--- config.mk ---
export PLATFORM = sky130hd
export DESIGN_NAME = serial_adder
export DESIGN_NICKNAME = d
export VERILOG_FILES = /design/src/rtl/serial_adder.sv
export SDC_FILE = /design/constraint.sdc
export NUM_CORES = 1
export LEC_CHECK = 0
export BUFFER_PORTS_ARGS = -buffer_cell sky130_fd_sc_hd__buf_2
export CAP_MARGIN = 0
export CORE_ASPECT_RATIO = 0.8
export CORE_MARGIN = 1.5
export CORE_UTILIZATION = 40
export DETAILED_ROUTE_END_ITERATION = 12
export SLEW_MARGIN = 15
export SYNTH_ARGS = -nofsm -noshare
export SYNTH_HDL_FRONTEND = slang
export SYNTH_SLANG_ARGS = --single-unit
--- constraint.sdc ---
create_clock -name clk -period 3.6 [get_ports clk]
set_input_delay 0.36 -clock clk [delete_from_list [all_inputs] [get_ports clk]]
set_output_delay 0.36 -clock clk [all_outputs]
set_load 0.01 [all_outputs]
--- src/rtl/serial_adder.sv ---
`default_nettype none
// ============================================================================
//  Module      : serial_adder
//  Description : Bit-serial WIDTH-bit adder, one full_adder bit per clock,
//                LSB first, with start/busy/done handshake.
//                Optional SERIAL_ADDER_SUB_EN adds a Sub port (A - B).
//  Revision    : 1.0 - initial release
// ============================================================================

module serial_adder #(
    parameter int WIDTH = 8
) (
    input  logic             clk,
    input  logic             rst_n,
    input  logic             start,
    input  logic [WIDTH-1:0] A,
    input  logic [WIDTH-1:0] B,
    input  logic             Cin,
`ifdef SERIAL_ADDER_SUB_EN
    input  logic             Sub,
`endif
    output logic             busy,
    output logic             done,
    output logic [WIDTH-1:0] Sum,
    output logic             Cout
);

    localparam int CNT_W = $clog2(WIDTH + 1);
    localparam logic [CNT_W-1:0] LAST_BIT = CNT_W'(WIDTH - 1);

    typedef enum logic [1:0] {
        IDLE  = 2'd0,
        SHIFT = 2'd1,
        DONE  = 2'd2
    } state_t;

    state_t             state;
    state_t             next_state;
    logic               load;
    logic               sub_op;
    logic [WIDTH-1:0]   a_sr;
    logic [WIDTH-1:0]   b_sr;
    logic               carry;
    logic [CNT_W-1:0]   cnt;
    logic               fa_s;
    logic               fa_c;
    logic [WIDTH-1:0]   res_next;
    logic               last_bit;

`ifdef SERIAL_ADDER_SUB_EN
    assign sub_op = Sub;
`else
    assign sub_op = 1'b0;
`endif

    assign last_bit = (cnt == LAST_BIT);

    full_adder u_fa (
        .a    (a_sr[0]),
        .b    (b_sr[0]),
        .cin  (carry),
        .s    (fa_s),
        .cout (fa_c)
    );

    always_ff @(posedge clk or negedge rst_n) begin
        if (!rst_n) begin
            state <= IDLE;
        end else begin
            state <= next_state;
        end
    end

    always_comb begin
        next_state = state;
        busy       = 1'b0;
        done       = 1'b0;
        load       = 1'b0;
        case (state)
            IDLE: begin
                if (start) begin
                    load       = 1'b1;
                    next_state = SHIFT;
                end
            end
            SHIFT: begin
                busy = 1'b1;
                if (last_bit) begin
                    next_state = DONE;
                end
            end
            DONE: begin
                done = 1'b1;
                if (start) begin
                    load       = 1'b1;
                    next_state = SHIFT;
                end else begin
                    next_state = IDLE;
                end
            end
            default: next_state = IDLE;
        endcase
    end

    // Subtraction is A + ~B + 1, so the carry seed is forced high.
    always_ff @(posedge clk or negedge rst_n) begin
        if (!rst_n) begin
            a_sr  <= '0;
            b_sr  <= '0;
            carry <= 1'b0;
            cnt   <= '0;
            Sum   <= '0;
            Cout  <= 1'b0;
        end else if (load) begin
            a_sr  <= A;
            b_sr  <= sub_op ? ~B : B;
            carry <= sub_op | Cin;
            cnt   <= '0;
        end else if (busy) begin
            a_sr  <= a_sr >> 1;
            b_sr  <= b_sr >> 1;
            carry <= fa_c;
            cnt   <= cnt + CNT_W'(1);
            if (last_bit) begin
                Sum  <= res_next;
                Cout <= fa_c;
            end
        end
    end

    // Only the WIDTH-1 already-computed bits need storage; the current
    // sum bit is merged in combinationally so completion needs no extra edge.
    if (WIDTH > 1) begin : g_res_multi
        logic [WIDTH-2:0] res_sr;

        always_ff @(posedge clk or negedge rst_n) begin
            if (!rst_n) begin
                res_sr <= '0;
            end else if (load) begin
                res_sr <= '0;
            end else if (busy) begin
                res_sr <= res_next[WIDTH-1:1];
            end
        end

        assign res_next = {fa_s, res_sr};
    end else begin : g_res_single
        assign res_next = fa_s;
    end

endmodule

module full_adder (
    input  logic a,
    input  logic b,
    input  logic cin,
    output logic s,
    output logic cout
);

    assign s    = a ^ b ^ cin;
    assign cout = (a & b) | (a & cin) | (b & cin);

endmodule

`default_nettype wire

==> out/results.ini <==
[sta]
post-route-period-util_pct = 49.5
finalHoldViolations = 0
finalSetupViolCount = 0
tns_ps = 0
grt_setup_unrepaired = false
clock_skew_ps = 8.62
fin_crit_ps = 1780
slew_headroom_pct = 44.2
worstMarginPinSlew_ps = 837
drv_slew = 0
fmaxAchievable_ghz = 0.562

[logic_synthesis]
synth_top_cell_area_share_pct = 60.1
synth_largest_area_cell = dfrtp_1
synth_area_leaders = dfrtp_1, a22o_1, mux2i_1
synth_cells = 125
synthMuxAreaShare_pct = 14.3
synth.avg_cell_area_um2 = 13.0
synth-compound-area-share_pct = 13.8
ys_types = 20
ys_ff_latch = 39
synth_top_family_by_area = multiplexers
synthSimpleGateAreaFrac_pct = 6.32
syn_area_mm2 = 0.00162
synthXorXnorAreaFrac_pct = 0.540
seq_area_frac_synth_pct = 60.1
synth_warnings = 0
synth_adder_area_share_pct = 2.00
synth_nets = 147

[clocking]
cts_sinks = 39
cts_setup_buffers = 0
numCtsBuffers = 5
ctsHtreeMaxLevel = 2
root_buffer = clkbuf_8
insertion_delay_ps = 290
holdBufCountCts = 0
clkTransAtPathRegs_ps = 70
ctsResizeCount = 0
clk_path_buf_depth = 2
cts_tree = built

[power_and_ir_drop]
pwr-share-clk_pct = 17.4
irDropWorstVdd_uv = 408
pwr-share-comb_pct = 37.0
power_density_mw_per_mm2 = 868
finalPower_mw = 1.66
p_leak_nw = 0.990
power.switching_mw = 0.565
pwr-share-seq_pct = 45.6
switching_share_pct = 34.1
intPower_mw = 1.09

[die]
start_util_pct = 42.1
die_x_um = 74.2
die_h_um = 60.0
dieArea_mm2 = 0.00445
core.rowCount = 20
ioPinCount = 31
core_mm2 = 0.00385

[cells_and_area]
fin_util_pct = 49.5
nets = 179
fillers = 381
most-common-layout-cells = dfrtp_1, buf_2, a22o_1, nand2_1, mux2i_1
multiInputGateArea_um2 = 603
fin_cells = 212
final_common_cell = dfrtp_1
diodes = 0
syn_to_final_growth_pct = 17.6
drive_gt1_share_pct = 26.8
ff_latch_area_um2 = 976

[detailed_routing]
postRouteAntennaNets = 0
drt_first_pass_iters = 4
avgViaCountPerCell = 4.91
post-route-drc-count = 0
wl_um = 2810
vias = 1040
dr.first_iter.drc_count = 76
wl_per_cell_um = 13.3

[critical_path]
cp_cell_sequence = and2b_1, buf_4, buf_2
path_depth = 3
path_class = flop to output pin
cp.arrival_ps = 1420
critPathCapture = busy
start_kind = flop
max_stage_delay_ps = 370
crit_buf_inv = 2
endpoint_kind = output pin
rr_startpoint = state[0]
cp_max_fo = 30
worstSetupStartpoint = state[1]
r2r_slack_ps = 1960
rr_worst_depth = 4
r2r-end = g_res_multi.res_sr[4]
crit_required_ps = 3240
critPathTopFamily = buffers and inverters
crit_slowest_cell = dfrtp_1

[global_routing]
first_global_vias = 1043
use_met2_pct = 23.2
gr-total-overflow = 0
track_usage_pct = 15.1
grt.met3_usage_pct = 7.08
grt-busiest-layer = met2
grt_max_degree = 40
grt_pass1_wl_um = 4750
gr-usage-met1_pct = 18.5
antenna_found_initial = 0

[run]
maxCapViolCount = 0

[placement]
io_buffers = 30
place_congestion = 0.729
hpwlAfterDp_um = 1930
place_inst = 205

[worst_hold_path]
min_path_type = primary input to asynchronous set/reset pin

[status]
status = completed

[worst register-to-register path, cell delays in order, from the launching register on]
cell and delay, ps:
dfrtp_1 400, and2b_1 170, buf_4 250, nor2_2 520, a22o_1 220
[power groups by stage]
stage | clock, mW | sequential [mW] | combinational [mW]
after floorplan | 0 | 0.751 | 0.469
after global placement | 0 | 0.757 | 0.602
after detailed placement | 0 | 0.763 | 0.623
after CTS | 0.300 | 0.756 | 0.625
after global routing | 0.324 | 0.779 | 0.688
final | 0.289 | 0.755 | 0.613
[cells by family (layout without fill, tap and decap cells)]
family / after synthesis / count (layout)
simple gates: 22 / 22
fa+ha+maj: 2 / 2
flops: 39 / 39
mux: 22 / 22
compound gates: 31 / 31
buf+inv: 8 / 40
xor+xnor: 1 / 1
[Yosys cell counts]
cell type,number
a22o_1,15
dfrtp_1,39
fa_1,1
ha_1,1
mux2_1,10
o21ai_1,11
nand4_1,1
clkbuf_1,1
nand2b_1,1
nor2_2,1
nor2b_1,2
buf_4,3
xnor2_1,1
a21o_1,5
and2b_1,1
nor3b_1,1
buf_2,4
nand2_1,14
nor2_1,1
mux2i_1,12
[how the worst min path moves through the flow]
stage	slack (ps)	from	to
finish	170	rst_n	Sum[2]
global route	220	rst_n	cnt[1]
CTS	210	rst_n	b_sr[7]
detailed placement	470	b_sr[2]	b_sr[2]
global placement	460	b_sr[2]	b_sr[2]
floorplan	60	rst_n	Cout
[state kept, by name, summed over array words and instances (netlist names)]
signal              flops
Sum                     8
Cout                    1
carry                   1
a_sr                    8
b_sr                    8
state                   2
cnt                     4
g_res_multi.res_sr      7
[cell type report]
| class | count | share of cell area (%) |
|---|---|---|
| clock buffers | 6 | 4.33 |
| clock inverters | 1 | 0.262 |
| multi-input cells | 78 | 31.6 |
| flip-flops and latches | 39 | 51.1 |
| well taps | 55 | 3.61 |
| repair buffers | 33 | 9.05 |
[through the flow]
step | hold slack [ps] | area [um2] | setup WS, ps
after floorplan | 64.4 | 1620 | 2190
after global placement | 460 | 1820 | 2040
after detailed placement | 466 | 1820 | 1980
after CTS | 205 | 1910 | 1790
after global routing | 219 | 1910 | 1700
final | 174 | 1910 | 1820
[layer usage]
layer | up-vias | routed length (um)
li1 | 509 | -
met1 | 509 | 1340
met2 | 20 | 1300
met3 | 2 | 155
met4 | 0 | 16
met5 | - | 0
(Power assumes the default switching activity.)
